**config.mk**
```make
export PLATFORM = sky130hd
export DESIGN_NAME = uart_rx_oversampled_flat
export DESIGN_NICKNAME = d
export VERILOG_FILES = /design/src/rtl/uart_pkg.sv /design/src/rtl/uart_rx_oversampled_if.sv /design/src/rtl/uart_os_tick_gen.sv /design/src/rtl/uart_rx_oversampled.sv /design/src/flat_wrapper.sv
export SDC_FILE = /design/constraint.sdc
export NUM_CORES = 1
export LEC_CHECK = 0
export BUFFER_PORTS_ARGS = -buffer_cell sky130_fd_sc_hd__buf_4
export CORE_AREA = 4 4 55 77
export CTS_CLUSTER_SIZE = 12
export DETAILED_ROUTE_END_ITERATION = 16
export DIE_AREA = 0 0 59 81
export GPL_TIMING_DRIVEN = 0
export HOLD_SLACK_MARGIN = 0.05
export PLACE_DENSITY_LB_ADDON = 0.3
export SYNTH_ARGS = -nofsm -noshare
export SYNTH_HDL_FRONTEND = slang
export SYNTH_SLANG_ARGS = --single-unit
```
**constraint.sdc**
```tcl
create_clock -name clk -period 5 [get_ports clk]
set_clock_uncertainty 0.05 [all_clocks]
set_input_delay 0.25 -clock clk [delete_from_list [all_inputs] [get_ports clk]]
set_output_delay 0.25 -clock clk [all_outputs]
set_load 0.01 [all_outputs]
```
**src/rtl/uart_pkg.sv**
```systemverilog
// Shared types, sample indices and baud divider math for the oversampled UART receiver.
// No logic; latency and backpressure do not apply.
package uart_pkg;

    typedef enum logic [2:0] {IDLE, START, DATA, STOP, WAIT_HIGH} rx_state_t;

    localparam int         OVERSAMPLE = 16;
    localparam logic [3:0] S_VOTE0    = 4'd7;
    localparam logic [3:0] S_VOTE1    = 4'd8;
    localparam logic [3:0] S_DECIDE   = 4'd9;
    localparam logic [3:0] S_LAST     = 4'd15;

    // Rounded clocks per oversample tick, never below one.
    function automatic int uart_div(input int clk_freq, input int baud, input int os);
        int d;
        d = (clk_freq + (baud * os) / 2) / (baud * os);
        return (d < 1) ? 1 : d;
    endfunction

endpackage

```
**src/rtl/uart_rx_oversampled_if.sv**
```systemverilog
// Byte hand-off and status bundle from the receiver to the fabric.
// Valid/ready: the master holds rx_data until rx_valid && rx_ready.
interface uart_rx_oversampled_if;
    logic [7:0] rx_data;
    logic       rx_valid;
    logic       rx_ready;
    logic       rx_busy;
    logic       frame_err;
    logic       overrun;

    modport master (output rx_data, rx_valid, rx_busy, frame_err, overrun, input rx_ready);
    modport slave  (input rx_data, rx_valid, rx_busy, frame_err, overrun, output rx_ready);
endinterface

```
**src/rtl/uart_os_tick_gen.sv**
```systemverilog
// One-cycle tick every DIV clocks; clr restarts the period so the next tick is DIV clocks out.
// No backpressure; free running.
module uart_os_tick_gen #(
    parameter int DIV = 10
) (
    input  logic clk,
    input  logic rst,
    input  logic clr,
    output logic tick
);
    localparam int W = (DIV > 1) ? $clog2(DIV) : 1;

    logic [W-1:0] cnt;

    assign tick = (cnt == W'(DIV - 1));

    always_ff @(posedge clk or negedge rst) begin
        if (!rst) begin
            cnt <= '0;
        end else if (clr || tick) begin
            cnt <= '0;
        end else begin
            cnt <= cnt + W'(1);
        end
    end
endmodule

```
**src/rtl/uart_rx_oversampled.sv**
```systemverilog
// 8N1 receiver, 16x oversampled with 3-sample majority; byte valid 1 clk after the stop decision.
// Backpressure: a byte completing while rx_valid && !rx_ready is dropped and overrun pulses.
module uart_rx_oversampled
    import uart_pkg::*;
#(
    parameter int CLK_FREQ   = 50000000,
    parameter int BAUD       = 115200,
    parameter int OVERSAMPLE = 16
) (
    input  logic                   clk,
    input  logic                   rst,
    input  logic                   rx,
    uart_rx_oversampled_if.master  bus
);
    localparam int DIV = uart_div(CLK_FREQ, BAUD, OVERSAMPLE);

    rx_state_t  state, state_nxt;
    logic       sync1, rx_s;
    logic       tick;
    logic [3:0] s;
    logic [2:0] bit_cnt;
    logic [7:0] shift_reg;
    logic       v7, v8;
    logic       maj, decide, bit_end, start_det;
    logic       busy, byte_ok, stop_bad, shift_en;
    logic [7:0] data_q;
    logic       valid_q, fe_q, ov_q;

    always_ff @(posedge clk or negedge rst) begin
        if (!rst) begin
            sync1 <= 1'b1;
            rx_s  <= 1'b1;
        end else begin
            sync1 <= rx;
            rx_s  <= sync1;
        end
    end

    uart_os_tick_gen #(.DIV(DIV)) u_tick (
        .clk  (clk),
        .rst  (rst),
        .clr  (start_det),
        .tick (tick)
    );

    assign start_det = (state == IDLE) && !rx_s;
    assign decide    = tick && (s == S_DECIDE);
    assign bit_end   = tick && (s == S_LAST);
    assign maj       = (v7 & v8) | (v7 & rx_s) | (v8 & rx_s);

    always_ff @(posedge clk or negedge rst) begin
        if (!rst) state <= IDLE;
        else      state <= state_nxt;
    end

    always_comb begin
        state_nxt = state;
        case (state)
            IDLE:      if (!rx_s) state_nxt = START;
            START:     if (decide && maj) state_nxt = IDLE;
                       else if (bit_end)  state_nxt = DATA;
            DATA:      if (bit_end && bit_cnt == 3'd7) state_nxt = STOP;
            STOP:      if (decide) state_nxt = maj ? IDLE : WAIT_HIGH;
            WAIT_HIGH: if (rx_s) state_nxt = IDLE;
            default:   state_nxt = IDLE;
        endcase
    end

    always_comb begin
        busy     = (state != IDLE);
        shift_en = (state == DATA) && decide;
        byte_ok  = (state == STOP) && decide && maj;
        stop_bad = (state == STOP) && decide && !maj;
    end

    always_ff @(posedge clk or negedge rst) begin
        if (!rst) begin
            s         <= '0;
            bit_cnt   <= '0;
            shift_reg <= '0;
            v7        <= 1'b0;
            v8        <= 1'b0;
        end else begin
            if (start_det) begin
                s       <= '0;
                bit_cnt <= '0;
            end else if (tick) begin
                s <= s + 4'd1;
                if (state == DATA && s == S_LAST) bit_cnt <= bit_cnt + 3'd1;
            end
            if (tick && s == S_VOTE0) v7 <= rx_s;
            if (tick && s == S_VOTE1) v8 <= rx_s;
            if (shift_en) shift_reg <= {maj, shift_reg[7:1]};
        end
    end

    // A completing byte may replace the held one only if it is consumed this same cycle.
    always_ff @(posedge clk or negedge rst) begin
        if (!rst) begin
            data_q  <= '0;
            valid_q <= 1'b0;
            fe_q    <= 1'b0;
            ov_q    <= 1'b0;
        end else begin
            fe_q <= stop_bad;
            ov_q <= byte_ok && valid_q && !bus.rx_ready;
            if (byte_ok && (!valid_q || bus.rx_ready)) begin
                data_q  <= shift_reg;
                valid_q <= 1'b1;
            end else if (valid_q && bus.rx_ready) begin
                valid_q <= 1'b0;
            end
        end
    end

    assign bus.rx_data   = data_q;
    assign bus.rx_valid  = valid_q;
    assign bus.rx_busy   = busy;
    assign bus.frame_err = fe_q;
    assign bus.overrun   = ov_q;
endmodule

```
**src/flat_wrapper.sv**
```systemverilog
// flat-port wrapper written by rule: the top's interface ports become plain ports
module uart_rx_oversampled_flat import uart_pkg::*;
#(
    parameter int CLK_FREQ   = 50000000,
    parameter int BAUD       = 115200,
    parameter int OVERSAMPLE = 16
)
  (clk, rst, rx, bus_rx_data, bus_rx_valid, bus_rx_busy, bus_frame_err, bus_overrun, bus_rx_ready);
  uart_rx_oversampled_if bus_i ();
  input  logic clk;
  input  logic rst;
  input  logic rx;
  output wire logic [$bits(bus_i.rx_data)-1:0] bus_rx_data;
  output wire logic [$bits(bus_i.rx_valid)-1:0] bus_rx_valid;
  output wire logic [$bits(bus_i.rx_busy)-1:0] bus_rx_busy;
  output wire logic [$bits(bus_i.frame_err)-1:0] bus_frame_err;
  output wire logic [$bits(bus_i.overrun)-1:0] bus_overrun;
  input wire logic [$bits(bus_i.rx_ready)-1:0] bus_rx_ready;
  assign bus_rx_data = bus_i.rx_data;
  assign bus_rx_valid = bus_i.rx_valid;
  assign bus_rx_busy = bus_i.rx_busy;
  assign bus_frame_err = bus_i.frame_err;
  assign bus_overrun = bus_i.overrun;
  assign bus_i.rx_ready = bus_rx_ready;
  uart_rx_oversampled #(.CLK_FREQ(CLK_FREQ), .BAUD(BAUD), .OVERSAMPLE(OVERSAMPLE)) u_core (.clk(clk), .rst(rst), .rx(rx), .bus(bus_i));
endmodule
```
==> impl_metrics.csv, run 1 <==
group,metric,value,unit
run_status,status,"finished clean",
timing,rsz0062_at_grt,"no",
pwr,vdd_ir_drop_max,0.212,mV
floorplanning,dieArea,4780,um^2
timing,fin_tns_setup,0,ns
synthesis,synthesis.nets,155,
critical_path,worst_path_largest_cell_delay,0.41,ns
synthesis,netlist.area_leader.share,50.9,%
min_path,whs_path_depth,3,
final_layout,syn_to_final_growth,15.5,%
synthesis,synth_fa_ha_area_share,5.58,%
routing,wl_per_cell,14.1,um
synthesis,synth_async_sr_flop_share,100,%
clock_tree,ctsResizeCount,0,
synthesis,ys.flop_type,"dfrtp_1",
synthesis,yosys-mux-area-fraction,12.6,%
critical_path,crit_chain,"inv_1 > ha_1 > nand4b_4 > nor4_4 > and3_1 > buf_6 > mux2_2",
critical_path,crit_arrival,2.22,ns
floorplanning,rows,26,
global_route,grt_max_degree,39,
critical_path,path_class,"flop to flop",
routing,ant_nets,0,
clock_tree,cts_tree,"built",
routing,firstDrtPassIters,4,
critical_path,required,5.12,ns
global_route,grt_pass1_vias,1208,
synthesis,yosys.area_share.simple,17.7,%
pwr,p_leak,1.03,nW
timing,fmax,0.477,GHz
final_layout,final_layout_size_suffix_gt1_share,30.2,%
clock_tree,holdBufCountCts,2,
routing,highest_layer,"met4",
critical_path,end_kind,"flop",
routing,wl_met1,1180,um
floorplanning,io_pins,16,
synthesis,synth_top_family_by_area,"simple AND/OR/NAND/NOR gates",
clock_tree,clk_path_buf_depth,2,
floorplanning,start_util,49.5,%
final_layout,n_antenna_cell,0,
final_layout,layout.nets,179,
timing,drv_slew,0,
timing,hold_violations,0,
critical_path,reg2reg_depth,7,
timing,tightestPinTransition,0.528,ns
global_route,antenna_found_initial,0,
timing,maxSlewHeadroom,64.4,%
global_route,grt.overflow.total,0,
critical_path,startpoint,"u_core.u_tick.cnt[0]$_DFF_PN0_",
clock_tree,path_clk_slew,0.07,ns
synthesis,synth_xor_area_share,3.46,%
floorplanning,core_area,3580,um^2
min_path,worst_hold_path_type,"input pin to flop",
synthesis,synthDistinctLibCells,37,
critical_path,crit_fanout,8,
place,place_congestion,0.949,
clock_tree,cts_sinks,38,
floorplanning,die_h,81,um
critical_path,r2r_slack,2.90,ns
routing,wl_met2,1590,um
synthesis,synth.avg_cell_area,12.3,um^2
clock_tree,cts_setup_buffers,0,
synthesis,synth.area.top_cells,"dfrtp_1 (51%), mux2_2 (11%), ha_1 (4.9%), nor2_1 (3.6%), dfstp_2 (3.0%)",
clock_tree,numCtsBuffers,5,
routing,routed_wl,2970,um
place,dpl.hpwl,2200,um
critical_path,crit_path_top_delay_cell,"dfrtp_1",
synthesis,ys_warn_count,0,
critical_path,r2r-start,"u_core.u_tick.cnt[0]$_DFF_PN0_",
global_route,grtUsageTotal,14.9,%
timing,setup_viol_count_final,0,
routing,drt_first_iter_violations,28,
global_route,grt_pass1_wl,5320,um
synthesis,synth_edf_count,0,
routing,drcViolationCount,0,
synthesis,syn_area,1770,um^2
pwr,powerDensity,259,nW/um^2
clock_tree,cts_htree_levels,2,
timing,period_share,41.9,%
critical_path,worst_r2r_endpoint,"u_core.bus.rx_data[6]$_DFFE_PN0P_",
synthesis,synth-seq-cells,38,
timing,min_period,2.10,ns
min_path,hold_path_end,"u_core.bus.overrun$_DFF_PN0_",
clock_tree,clkLatencyLatePin,0.29,ns
routing,wl_met3,127,um
place,port_buffers,15,
synthesis,seq_area_frac_synth,53.9,%
final_layout,fin_util,57.2,%
clock_tree,cts_root_buf,"clkbuf_8",
critical_path,startpoint_type,"flop",
min_path,min-delay-start,"bus_rx_ready",
synthesis,synth_top_cell_by_area,"dfrtp_1",
routing,vias,1135,
synthesis,synth_compound_gate_area_share,4.59,%
synthesis,netlist_instances,144,
run,drv_cap,0,
floorplanning,fp.dieW,59,um
routing,vias_per_cell,5.38,
area by class of cell:
type,count,area [um^2]
Fill cell,316,1530
Sequential cell,38,953
Multi-Input combinational cell,98,777
Timing Repair Buffer,17,133
Clock buffer,8,90.1
Tap cell,42,52.6
Buffer,4,25.0
Inverter,4,15.0
routing by layer:
layer | global-route usage (%) | vias up
li1 | - | 546
met1 | 14.9 | 568
met2 | 26.9 | 14
met3 | 5.09 | 7
met4 | 7.48 | 0
met5 | 0 | -
cells in the mapped netlist (all sizes together) (3+ instances only):
cell     n
mux2    18
ha       7
dfrtp   36
nand2b   4
nor2    17
nand3    3
a21oi    3
xor2     5
o21ai    4
nand2   10
inv      4
buf      3
worst max-delay path by stage:
stage                                                   end  slack, ns  depth (start not counted)
final                     u_core.bus.rx_data[6]$_DFFE_PN0P_       2.90                          7
after global routing      u_core.bus.rx_data[6]$_DFFE_PN0P_       2.78                          7
after CTS                 u_core.bus.rx_data[6]$_DFFE_PN0P_       2.89                          7
after detailed placement  u_core.bus.rx_data[6]$_DFFE_PN0P_       2.90                          7
after global placement    u_core.bus.rx_data[7]$_DFFE_PN0P_       2.94                          7
after floorplan           u_core.bus.rx_data[0]$_DFFE_PN0P_       3.08                          7
report_power, final:
group / switching [W] / leakage [nW] / total, W / internal (W)
Clock: 0.0000984 / 0.0455 / 0.000211 / 0.000112
Sequential: 0.000000192 / 0.499 / 0.000309 / 0.000309
Combinational: 0.00000697 / 0.489 / 0.0000101 / 0.00000313
critical path, delay by kind of cell, from the launching register on:
kind	cells	cell delay [ns]
buffers and inverters	2	0.21
AND/OR/NAND/NOR	3	0.74
adder cells (fa/ha/maj)	1	0.22
flip-flops	1	0.41
multiplexers	1	0.34
through the flow:
stage / instance area, um^2 / total power, W / cells / setup slack, ns / hold slack (ns)
6_report: 2050 / 0.000530 / 211 / 2.90 / 0.200
3_3_place_gp: 1940 / 0.000324 / 201 / 2.94 / 0.182
5_1_grt: 2050 / 0.000556 / 211 / 2.78 / 0.212
2_1_floorplan: 1770 / 0.000316 / 144 / 3.08 / -0.0956
4_1_cts: 2050 / 0.000537 / 211 / 2.89 / 0.195
3_5_place_dp: 1940 / 0.000324 / 201 / 2.90 / 0.194
layout by cell type (no fill, tap or decap), types with 2 or more instances in the layout:
cell type / n
nor4_4: 2
xnor2_1: 2
nand3_1: 3
buf_2: 2
buf_4: 15
nand2b_1: 4
mux2_2: 18
o21ai_0: 4
nor2_1: 17
dfrtp_1: 36
a21oi_1: 3
nand3b_1: 2
ha_1: 7
nor3_1: 2
clkbuf_1: 3
xor2_1: 5
inv_1: 4
nand2_1: 10
clkbuf_8: 6
dfstp_2: 2
dlygate4sd3_1: 2
mux2i_1: 2
cells by family after synthesis:
| logic type | after synthesis |
|---|---|
| fa+ha+maj | 8 |
| flops | 38 |
| simple gates | 50 |
| mux | 20 |
| xor+xnor | 7 |
| compound gates | 13 |
| buf+inv | 8 |
No activity file was read; power rests on OpenSTA's default activity.
==> run 2: changes to the inputs <==
==> constraint.sdc (replaced) <==
create_clock -name clk -period 1.7 [get_ports clk]
set_clock_uncertainty 0.05 [all_clocks]
set_input_delay 0.085 -clock clk [delete_from_list [all_inputs] [get_ports clk]]
set_output_delay 0.085 -clock clk [all_outputs]
set_load 0.01 [all_outputs]
==> impl_metrics.csv, run 2 (synthesis gave the netlist of run 1 again) <==
group,metric,value,unit
pwr,power.net_switching,0.000319,W
final_layout,fill_cells,295,
critical_path,worst_path_largest_cell_delay,0.38,ns
routing,routed_wl,3250,um
final_layout,final_cell_mix,"dfrtp_1 (36), buf_4 (24), nor2_1 (17)",
global_route,antenna_found_initial,0,
clock_tree,cts_tree,"built",
routing,vias_per_cell,5.40,
clock_tree,path_clk_slew,0.07,ns
critical_path,startpoint_type,"flop",
global_route,grt_max_degree,39,
final_layout,seq_area,953,um^2
floorplanning,dieArea,4780,um^2
critical_path,crit_path_top_delay_cell,"dfrtp_1",
pwr,vdd_ir_drop_max,0.787,mV
floorplanning,core_area,3580,um^2
timing,hold_violations,0,
pwr,switching_share,20.4,%
routing,ant_nets,0,
global_route,grt_pass1_vias,1198,
final_layout,n_antenna_cell,0,
floorplanning,start_util,49.5,%
critical_path,end_kind,"flop",
timing,setup_ws,-0.143,ns
timing,tightestPinTransition,0.470,ns
final_layout,syn_to_final_growth,24.7,%
pwr,clkPwrFrac,39.9,%
place,place_area,1970,um^2
final_layout,final_area,2210,um^2
critical_path,crit_chain,"inv_1 > ha_2 > nand4b_4 > buf_6 > nor4_4 > buf_4 > xnor2_2 > nor2_1",
global_route,grt_pass1_wl,5400,um
clock_tree,cts_root_buf,"clkbuf_8",
global_route,grt.met2_usage,27.3,%
place,dpl.hpwl,2240,um
final_layout,layout.nets,189,
pwr,p_comb_share,1.9,%
clock_tree,clk_path_buf_depth,2,
floorplanning,die_h,81,um
timing,drv_slew,0,
global_route,met1_usage,16.0,%
floorplanning,io_pins,16,
place,place_congestion,0.877,
critical_path,crit_arrival,1.95,ns
run_status,violations,"setup timing",
global_route,grt.overflow.total,0,
global_route,met3_usage,4.93,%
timing,hold_ws,0.255,ns
routing,vias,1194,
clock_tree,cts_htree_levels,2,
routing,drcViolationCount,0,
pwr,p_int,0.00125,W
pwr,p_leak,1.10,nW
pwr,powerDensity,708,nW/um^2
place,port_buffers,15,
timing,setup_viol_count_final,20,
timing,fmax,0.543,GHz
min_path,worst_hold_path_type,"input pin to asynchronous set/reset pin",
timing,period_share,108,%
timing,rsz0062_at_grt,"yes",
routing,firstDrtPassIters,4,
floorplanning,rows,26,
final_layout,instances_no_fill,221,
pwr,p_seq_share,58.3,%
run_status,status,"finished, violations left",
final_layout,fin_util,61.7,%
place,dp.cells,201,
global_route,grtUsageTotal,15.2,%
run,drv_cap,0,
routing,wl_per_cell,14.7,um
routing,drt_first_iter_violations,37,
final_layout,final_layout_size_suffix_gt1_share,38.0,%
critical_path,crit_fanout,4,
critical_path,path_class,"flop to flop",
timing,min_period,1.84,ns
clock_tree,cts_sinks,38,
final_layout,final_common_cell,"dfrtp_1",
critical_path,required,1.81,ns
final_layout,multi_input_area,845,um^2
clock_tree,numCtsBuffers,5,
timing,maxSlewHeadroom,68.6,%
floorplanning,fp.dieW,59,um
clock_tree,clkLatencyLatePin,0.29,ns
global_route,gr-max-usage-layer,"met2",
==> run 2: cell type report <==
cell class / instances / share of cell area [%]
plain buffers: 2 / 0.850
flip-flops and latches: 38 / 43.2
inverters: 4 / 0.680
clock inverters: 1 / 0.227
multi-input cells: 98 / 38.2
clock buffers: 7 / 3.91
repair buffers: 29 / 10.5
well taps: 42 / 2.38
==> run 2: timing repair <==
| item | 4_1_cts | 5_1_grt |
|---|---|---|
| hold buffers | 3 | 0 |
| gates resized for setup | 6 | 8 |
| setup endpoints to repair | 22 | 29 |
| pin swaps | 3 | 2 |
| buffers inserted | 7 | 4 |
| endpoints found under the hold margin | 39 | 0 |
==> run 2: metrics by stage <==
stage / setup WS [ns] / TNS, ns / power, W
4_1_cts: -0.124 / -1.92 / 0.00159
5_1_grt: -0.235 / -3.17 / 0.00163
6_report: -0.143 / -1.37 / 0.00156
3_5_place_dp: -0.236 / -3.70 / 0.000955
3_3_place_gp: -0.201 / -2.82 / 0.000954
2_1_floorplan: -0.0730 / -0.688 / 0.000930
==> run 2: worst paths after layout <==
path | from | end | slack [ns] | depth (start not counted)
min in group clk | u_core.sync1$_DFF_PN1_ | u_core.rx_s$_DFF_PN1_ | 0.31 | 0
max in group asynchronous | rst | u_core.rx_s$_DFF_PN1_ | 0.99 | 2
hold / removal | rst | u_core.bus.rx_data[1]$_DFFE_PN0P_ | 0.25 | 2
hold reg to reg | u_core.sync1$_DFF_PN1_ | u_core.rx_s$_DFF_PN1_ | 0.31 | 0
setup reg to reg | u_core.u_tick.cnt[0]$_DFF_PN0_ | u_core.bit_cnt[0]$_DFFE_PN0P_ | -0.14 | 8
setup / recovery | u_core.u_tick.cnt[0]$_DFF_PN0_ | u_core.bit_cnt[0]$_DFFE_PN0P_ | -0.14 | 8
==> run 2: power groups by stage <==
| stage | clock (W) | sequential (W) | combinational [W] |
|---|---|---|---|
| 6_report | 0.000624 | 0.000912 | 0.0000289 |
| 5_1_grt | 0.000682 | 0.000912 | 0.0000339 |
| 4_1_cts | 0.000645 | 0.000908 | 0.0000344 |
| 3_5_place_dp | 0 | 0.000926 | 0.0000289 |
| 3_3_place_gp | 0 | 0.000926 | 0.0000279 |
| 2_1_floorplan | 0 | 0.000926 | 0.00000459 |
==> run 2: per-layer routing <==
layer	routed length [um]	share of wire, %
met1	1210	37
met2	1810	56
met3	147	4.5
met4	85	2.6
met5	0	0
==> run 2: critical path: cells and delay by family, from the launching register on <==
| kind | cells | cell delay [ns] |
|---|---|---|
| DFF | 1 | 0.38 |
| adders and majority gates | 1 | 0.20 |
| and+or+nand+nor | 3 | 0.57 |
| xor gates and xnor gates | 1 | 0.10 |
| buffers and inverters | 3 | 0.42 |
